$ cat config.mk
export PLATFORM = sky130hd
export DESIGN_NAME = sev_seg_mux_flat
export DESIGN_NICKNAME = d
export VERILOG_FILES = /design/src/rtl/sev_seg_pkg.sv /design/src/rtl/sev_seg_mux_if.sv /design/src/rtl/sev_seg_decode.sv /design/src/rtl/sev_seg_mux.sv /design/src/flat_wrapper.sv
export SDC_FILE = /design/constraint.sdc
export NUM_CORES = 1
export LEC_CHECK = 0
export ABC_AREA = 1
export CAP_MARGIN = 20
export CORE_ASPECT_RATIO = 1.1
export CORE_MARGIN = 10
export CORE_UTILIZATION = 45
export CTS_CLUSTER_SIZE = 24
export DETAILED_ROUTE_END_ITERATION = 16
export HOLD_SLACK_MARGIN = 0.1
export PLACE_DENSITY = 0.64
export SLEW_MARGIN = 40
export SYNTH_ARGS = -nofsm -noshare
export SYNTH_HDL_FRONTEND = slang
export SYNTH_SLANG_ARGS = --single-unit
$ cat constraint.sdc
create_clock -name clk -period 6 [get_ports clk]
set_input_delay 1.5 -clock clk [delete_from_list [all_inputs] [get_ports clk]]
set_output_delay 1.5 -clock clk [all_outputs]
set_load 0.02 [all_outputs]
$ cat src/rtl/sev_seg_pkg.sv
// Shared constants for the seven-segment scan driver.
// Provides the hex-to-segment table (bit i = segment SEG_BIT_*), the segment
// bit positions within {g,f,e,d,c,b,a}, and a width helper for counters.
package sev_seg_pkg;

    localparam int unsigned SEG_W = 7;

    // Segment bit positions inside the 7-bit {g,f,e,d,c,b,a} vector
    localparam int unsigned SEG_BIT_A = 0;
    localparam int unsigned SEG_BIT_B = 1;
    localparam int unsigned SEG_BIT_C = 2;
    localparam int unsigned SEG_BIT_D = 3;
    localparam int unsigned SEG_BIT_E = 4;
    localparam int unsigned SEG_BIT_F = 5;
    localparam int unsigned SEG_BIT_G = 6;

    // High-true segment patterns indexed by hex value: 0-9, A, b, C, d, E, F
    localparam logic [15:0][SEG_W-1:0] SEG_TABLE = {
        7'h71, 7'h79, 7'h5E, 7'h39, 7'h7C, 7'h77, 7'h6F, 7'h7F,
        7'h07, 7'h7D, 7'h6D, 7'h66, 7'h4F, 7'h5B, 7'h06, 7'h3F
    };

    // Bits needed to hold 0..n-1 (at least one bit)
    function automatic int unsigned idx_width(input int unsigned n);
        return (n > 32'd1) ? $clog2(n) : 32'd1;
    endfunction

endpackage

$ cat src/rtl/sev_seg_mux_if.sv
// Bus between the display source and the seven-segment scan driver.
// Ports: digits_i/dp_i/blank_i/blink_i/lz_en_i from the source (master);
//        seg_o/dp_o/an_o/frame_o from the driver (slave).
interface sev_seg_mux_if #(
    parameter int unsigned NUM_DIGITS = 8
);
    logic [4*NUM_DIGITS-1:0] digits_i;
    logic [NUM_DIGITS-1:0]   dp_i;
    logic [NUM_DIGITS-1:0]   blank_i;
    logic [NUM_DIGITS-1:0]   blink_i;
    logic                    lz_en_i;
    logic [6:0]              seg_o;
    logic                    dp_o;
    logic [NUM_DIGITS-1:0]   an_o;
    logic                    frame_o;

    modport master (
        output digits_i, dp_i, blank_i, blink_i, lz_en_i,
        input  seg_o, dp_o, an_o, frame_o
    );

    modport slave (
        input  digits_i, dp_i, blank_i, blink_i, lz_en_i,
        output seg_o, dp_o, an_o, frame_o
    );
endinterface

$ cat src/rtl/sev_seg_decode.sv
// Combinational hex-to-seven-segment decoder, high-true, no polarity handling.
// Ports: hex (4-bit value in), seg_c (segments {g,f,e,d,c,b,a} out).
module sev_seg_decode
    import sev_seg_pkg::*;
(
    input  logic [3:0]       hex,
    output logic [SEG_W-1:0] seg_c
);
    logic [SEG_W-1:0] raw;

    assign raw = SEG_TABLE[hex];

    // Map table bits onto the {g,f,e,d,c,b,a} pin order
    assign seg_c = {raw[SEG_BIT_G], raw[SEG_BIT_F], raw[SEG_BIT_E], raw[SEG_BIT_D],
                    raw[SEG_BIT_C], raw[SEG_BIT_B], raw[SEG_BIT_A]};
endmodule

$ cat src/rtl/sev_seg_mux.sv
// Time-multiplexed seven-segment driver with frame-latched inputs, blanking,
// blinking, leading-zero suppression, per-slot dead time and output polarity.
// Ports: clk, rst (async, active-high); bus (slave): digits_i, dp_i, blank_i,
//        blink_i, lz_en_i in; seg_o, dp_o, an_o (registered), frame_o out.
module sev_seg_mux
    import sev_seg_pkg::*;
#(
    parameter int unsigned NUM_DIGITS   = 8,
    parameter int unsigned REFRESH_DIV  = 100000,
    parameter int unsigned DEAD_CYCLES  = 16,
    parameter int unsigned BLINK_FRAMES = 62,
    parameter int unsigned ACTIVE_LOW   = 1
) (
    input  logic         clk,
    input  logic         rst,
    sev_seg_mux_if.slave bus
);
    localparam int unsigned IDX_W = idx_width(NUM_DIGITS);
    localparam int unsigned CNT_W = idx_width(REFRESH_DIV);
    localparam int unsigned FRM_W = idx_width(BLINK_FRAMES);
    localparam logic        POL   = (ACTIVE_LOW != 0);

    logic [CNT_W-1:0]        cnt;
    logic [IDX_W-1:0]        idx;
    logic [FRM_W-1:0]        frm;
    logic                    phase;
    logic [4*NUM_DIGITS-1:0] snap_digits;
    logic [NUM_DIGITS-1:0]   snap_dp;
    logic [NUM_DIGITS-1:0]   snap_blank;
    logic [NUM_DIGITS-1:0]   snap_blink;
    logic                    snap_lz;

    logic                    tick;
    logic                    last;
    logic                    snap_en;
    logic                    lit;
    logic                    zero_run;
    logic [NUM_DIGITS-1:0]   lz_dark;
    logic [NUM_DIGITS-1:0]   dark;
    logic [NUM_DIGITS-1:0]   an_n;
    logic [3:0]              cur_hex;
    logic                    cur_dp;
    logic                    cur_dark;
    logic [SEG_W-1:0]        cur_seg;

    logic [SEG_W-1:0]        seg_q;
    logic                    dp_q;
    logic [NUM_DIGITS-1:0]   an_q;
    logic                    frame_q;

    assign tick    = (cnt == CNT_W'(REFRESH_DIV - 1));
    assign last    = (idx == IDX_W'(NUM_DIGITS - 1));
    assign snap_en = tick && last;

    // Slot prescaler and digit index
    always_ff @(posedge clk or posedge rst) begin
        if (rst) begin
            cnt <= '0;
            idx <= '0;
        end else if (tick) begin
            cnt <= '0;
            idx <= last ? '0 : idx + 1'b1;
        end else begin
            cnt <= cnt + 1'b1;
        end
    end

    // Frame snapshot; reset state keeps the first frame dark
    always_ff @(posedge clk or posedge rst) begin
        if (rst) begin
            snap_digits <= '0;
            snap_dp     <= '0;
            snap_blank  <= '1;
            snap_blink  <= '0;
            snap_lz     <= 1'b0;
        end else if (snap_en) begin
            snap_digits <= bus.digits_i;
            snap_dp     <= bus.dp_i;
            snap_blank  <= bus.blank_i;
            snap_blink  <= bus.blink_i;
            snap_lz     <= bus.lz_en_i;
        end
    end

    // Blink phase toggles only on snapshot edges
    always_ff @(posedge clk or posedge rst) begin
        if (rst) begin
            frm   <= '0;
            phase <= 1'b0;
        end else if (snap_en) begin
            if (frm == FRM_W'(BLINK_FRAMES - 1)) begin
                frm   <= '0;
                phase <= ~phase;
            end else begin
                frm <= frm + 1'b1;
            end
        end
    end

    // Leading-zero mask: walk down from the top digit while digits stay zero
    always_comb begin
        zero_run = 1'b1;
        lz_dark  = '0;
        for (int d = NUM_DIGITS - 1; d >= 0; d--) begin
            zero_run   = zero_run && (snap_digits[4*d +: 4] == 4'h0);
            lz_dark[d] = snap_lz && zero_run && (d != 0);
        end
    end

    assign dark = snap_blank | (snap_blink & {NUM_DIGITS{phase}}) | lz_dark;

    // Select the current digit's fields and its one-hot anode
    always_comb begin
        cur_hex  = 4'h0;
        cur_dp   = 1'b0;
        cur_dark = 1'b1;
        an_n     = '0;
        for (int d = 0; d < NUM_DIGITS; d++) begin
            if (idx == IDX_W'(d)) begin
                cur_hex  = snap_digits[4*d +: 4];
                cur_dp   = snap_dp[d];
                cur_dark = dark[d];
                an_n[d]  = 1'b1;
            end
        end
    end

    sev_seg_decode u_decode (
        .hex   (cur_hex),
        .seg_c (cur_seg)
    );

    assign lit = (cnt >= CNT_W'(DEAD_CYCLES)) && !cur_dark;

    // Output register with polarity folded in; frame_q is set one cycle
    // early so it is high in the same cycle the snapshot is taken
    always_ff @(posedge clk or posedge rst) begin
        if (rst) begin
            an_q    <= {NUM_DIGITS{POL}};
            seg_q   <= {SEG_W{POL}};
            dp_q    <= POL;
            frame_q <= 1'b0;
        end else begin
            an_q    <= (lit ? an_n : '0) ^ {NUM_DIGITS{POL}};
            seg_q   <= (lit ? cur_seg : '0) ^ {SEG_W{POL}};
            dp_q    <= (lit && cur_dp) ^ POL;
            frame_q <= (cnt == CNT_W'(REFRESH_DIV - 2)) && last;
        end
    end

    assign bus.an_o    = an_q;
    assign bus.seg_o   = seg_q;
    assign bus.dp_o    = dp_q;
    assign bus.frame_o = frame_q;
endmodule
$ cat src/flat_wrapper.sv
// flat-port wrapper written by rule: the top's interface ports become plain ports
module sev_seg_mux_flat import sev_seg_pkg::*;
#(
    parameter int unsigned NUM_DIGITS   = 8,
    parameter int unsigned REFRESH_DIV  = 100000,
    parameter int unsigned DEAD_CYCLES  = 16,
    parameter int unsigned BLINK_FRAMES = 62,
    parameter int unsigned ACTIVE_LOW   = 1
)
  (clk, rst, bus_digits_i, bus_dp_i, bus_blank_i, bus_blink_i, bus_lz_en_i, bus_seg_o, bus_dp_o, bus_an_o, bus_frame_o);
  sev_seg_mux_if #(.NUM_DIGITS(NUM_DIGITS)) bus_i ();
  input  logic clk;
  input  logic rst;
  input wire logic [$bits(bus_i.digits_i)-1:0] bus_digits_i;
  input wire logic [$bits(bus_i.dp_i)-1:0] bus_dp_i;
  input wire logic [$bits(bus_i.blank_i)-1:0] bus_blank_i;
  input wire logic [$bits(bus_i.blink_i)-1:0] bus_blink_i;
  input wire logic [$bits(bus_i.lz_en_i)-1:0] bus_lz_en_i;
  output wire logic [$bits(bus_i.seg_o)-1:0] bus_seg_o;
  output wire logic [$bits(bus_i.dp_o)-1:0] bus_dp_o;
  output wire logic [$bits(bus_i.an_o)-1:0] bus_an_o;
  output wire logic [$bits(bus_i.frame_o)-1:0] bus_frame_o;
  assign bus_i.digits_i = bus_digits_i;
  assign bus_i.dp_i = bus_dp_i;
  assign bus_i.blank_i = bus_blank_i;
  assign bus_i.blink_i = bus_blink_i;
  assign bus_i.lz_en_i = bus_lz_en_i;
  assign bus_seg_o = bus_i.seg_o;
  assign bus_dp_o = bus_i.dp_o;
  assign bus_an_o = bus_i.an_o;
  assign bus_frame_o = bus_i.frame_o;
  sev_seg_mux #(.NUM_DIGITS(NUM_DIGITS), .REFRESH_DIV(REFRESH_DIV), .DEAD_CYCLES(DEAD_CYCLES), .BLINK_FRAMES(BLINK_FRAMES), .ACTIVE_LOW(ACTIVE_LOW)) u_core (.clk(clk), .rst(rst), .bus(bus_i));
endmodule
==> run summary <==
Ant. Diodes: 0
Final TNS setup: 0 ps
vias in the first global route: 4169
flip-flop and latch area: 0.00256 mm^2
status: finished, final reports clean
R2R Setup Slk: 3410 ps
H-Tree Depth: 3
Inserted Clock Buffers: 9
post-cts sizing count: 0
CP max FO: 1
post-place instance area: 0.00601 mm^2
Ports: 76
multi-input logic area: 0.00219 mm^2
CTS tree: done
mux cell area share after synthesis: 0
fillcell total: 1050
Compound-Gate Fraction of Synth Area: 0.0872
Routability Congestion: 0.870
cells on worst reg2reg path: 17
Post-Synth Adder-Cell Area: 0.0413
core area: 0.0111 mm^2
Pre-antenna DRT Iters: 4
nets: 795
Max Clock Skew: 10.9 ps
Clk pin slew, worst setup/hold paths: 70 ps
fin cells: 871
cells along the critical path: clkdlybuf4s50_1
Netlist Area Pre-Place: 0.00515 mm^2
die height: 132 um
Mapped Nets: 724
Overall Power: 1290 uW
HP Class: flip-flop to flip-flop
CP peak stage delay: 600 ps
initial antenna violation count: 0
DR WL/cell: 13.6 um
Worst Setup End Kind: output pin
Crit path max-delay family: buffers and inverters
die footprint: 0.0161 mm^2
Via-to-Cell Ratio: 4.91
share of cells above drive strength 1: 0.0981
Achievable Freq: 338 MHz
Peak VDD IR: 0.115 mV
DRC: 0
area grow syn2layout: 22.1%
Total Routing Usage GR: 0.147
post-detail-place hpwl: 8.70 mm
Least-Margin Pin Slew: 707 ps
post-synthesis xor/xnor area fraction: 0.00850
maxcap violations: 0
Hold Path Sink: u_core.snap_blank[6]
crit path kind: flip-flop to output pin
Unique masters post-synth: 36
Setup Viol. Count Final: 0
Leak: 0.00293 uW
CP required: 4500 ps
Remaining Overflow, GRT: 0
CTS Hold Bufs: 0
Final Max Tran Viols: 0
Iteration-0 DRC Markers: 296
Inst Count DP: 855
end of the worst register-to-register path: u_core.bus.seg_o[3]
Startpoint Class: flip-flop
Synth Area per Inst: 7.95 um^2
normalized max-slew margin: 0.528
largest net degree at the start of global routing: 81
Tmin final: 2960 ps
Hold Vio Cnt, Final: 0
maximum clock path buffer count: 2
Hold Path Origin: u_core.snap_blank[6]
largest family of logic cells by synthesized area: simple AND/OR/NAND/NOR gates
FP Rows: 40
worst hold stages: 2
ANT nets after route: 0
Period Utilization, post-route: 0.494
drt total wl: 11.8 mm
Yosys reg bits: 101
CP Buf/Inv Count: 1
Die X: 122 um
Critical Path AT: 1460 ps
Reg2Reg Launch Point: u_core.idx[0]
clk root buf: clkbuf_16
initial core utilization: 0.466
Worst-Skew Late Latency: 350 ps
routed via count: 4279
Gate Count Post-Synth: 648
slowest CP cell: clkdlybuf4s50_1
Port Buffers: 75
Warnings, synthesis: 0
Final Cell Area: 0.00629 mm^2
PwrDens: 205 mW/mm^2
register area share after synthesis: 0.497
first-pass GRT wire length: 19.5 mm
# clock sinks: 101
setup repair bufs after CTS: 0
Simple-Gate Fraction of Synth Area: 0.288
RSZ-0062 raised after global routing: false
-- synthesized netlist by cell type (all sizes together) --
library cell | instances | area [um^2]
o21ai | 40 | 204
a22oi | 1 | 7.51
dfstp | 24 | 631
clkbuf | 6 | 22.5
nand3 | 26 | 145
ha | 17 | 213
a211oi | 3 | 22.5
o21a | 1 | 7.51
inv | 82 | 308
a2111o | 1 | 11.3
nor3b | 2 | 20.0
nand2 | 260 | 1000
nand4 | 4 | 25.0
nor4 | 7 | 65.1
nor2 | 39 | 189
o211ai | 5 | 37.5
nor3 | 6 | 30.0
a31oi | 4 | 25.0
buf | 11 | 72.6
xor2 | 5 | 43.8
dfrtp | 77 | 1930
a21oi | 26 | 134
nor4b | 1 | 8.76
-- per-stage QoR --
stage          setup WS, ps   util  hold WS (ps)
2_1_floorplan          1890      -           437
3_3_place_gp           2930  0.543           452
3_5_place_dp           2920  0.543           455
4_1_cts                3030  0.568           466
5_1_grt                3000  0.569           481
6_report               3040  0.569           463
-- how the worst max path moves through the flow --
| stage | from | cells past startpoint | to |
|---|---|---|---|
| 6_report | u_core.bus.seg_o[4] | 1 | bus_seg_o[4] |
| 5_1_grt | u_core.bus.an_o[3] | 1 | bus_an_o[3] |
| 4_1_cts | u_core.bus.seg_o[3] | 1 | bus_seg_o[3] |
| 3_5_place_dp | rst | 3 | u_core.snap_blank[0] |
| 3_3_place_gp | rst | 3 | u_core.snap_blank[0] |
| 2_1_floorplan | rst | 1 | u_core.bus.frame_o |
-- logic make-up after synthesis --
group | after synthesis
compound gates | 81
xor+xnor | 5
fa+ha+maj | 17
buf+inv | 99
flops | 101
simple gates | 345
-- cells in the final DEF (no fill, tap or decap), types with 4 or more instances in the layout --
cell             count
o21ai_0             39
ha_1                17
inv_2                5
nand2_2              4
xor2_1               5
nor2_2               8
nor2_1              28
nor4_1               5
inv_1               76
a31oi_1              4
dfstp_2             24
nor3_1               6
nand2_1            254
nand3_1             23
clkdlybuf4s50_1     75
a21oi_1             25
nand4_1              4
clkbuf_16            9
o211ai_1             5
dfrtp_1             77
-- metal layers --
layer | vias up | part of all wire | GRT usage
met4 | 0 | 0.017 | 0.0597
met3 | 14 | 0.045 | 0.0257
met1 | 2007 | 0.47 | 0.195
li1 | 2168 | - | -
met2 | 90 | 0.47 | 0.230
met5 | - | 0 | 0
-- flip-flops by register name, indices dropped and copies added (netlist names) --
name / cells
u_core.bus.an_o: 8
u_core.cnt: 17
u_core.bus.seg_o: 7
u_core.frm: 6
u_core.phase: 1
u_core.snap_dp: 8
u_core.snap_lz: 1
u_core.snap_digits: 32
u_core.bus.frame_o: 1
u_core.idx: 3
u_core.snap_blink: 8
u_core.bus.dp_o: 1
u_core.snap_blank: 8
-- cell type report --
cell class / instances / area share
flip-flops and latches: 101 / 0.407
clock inverters: 4 / 0.00537
repair buffers: 77 / 0.122
inverters: 82 / 0.0497
well taps: 147 / 0.0292
clock buffers: 12 / 0.0392
multi-input cells: 448 / 0.348
-- where the power goes --
group / internal (uW) / total (uW) / switching (uW) / leakage [uW]
Sequential: 681 / 681 / 0 / 0.00106
Clock: 296 / 554 / 258 / 0.000133
Combinational: 33.2 / 51.4 / 18.2 / 0.00174
(Power assumes the default switching activity.)
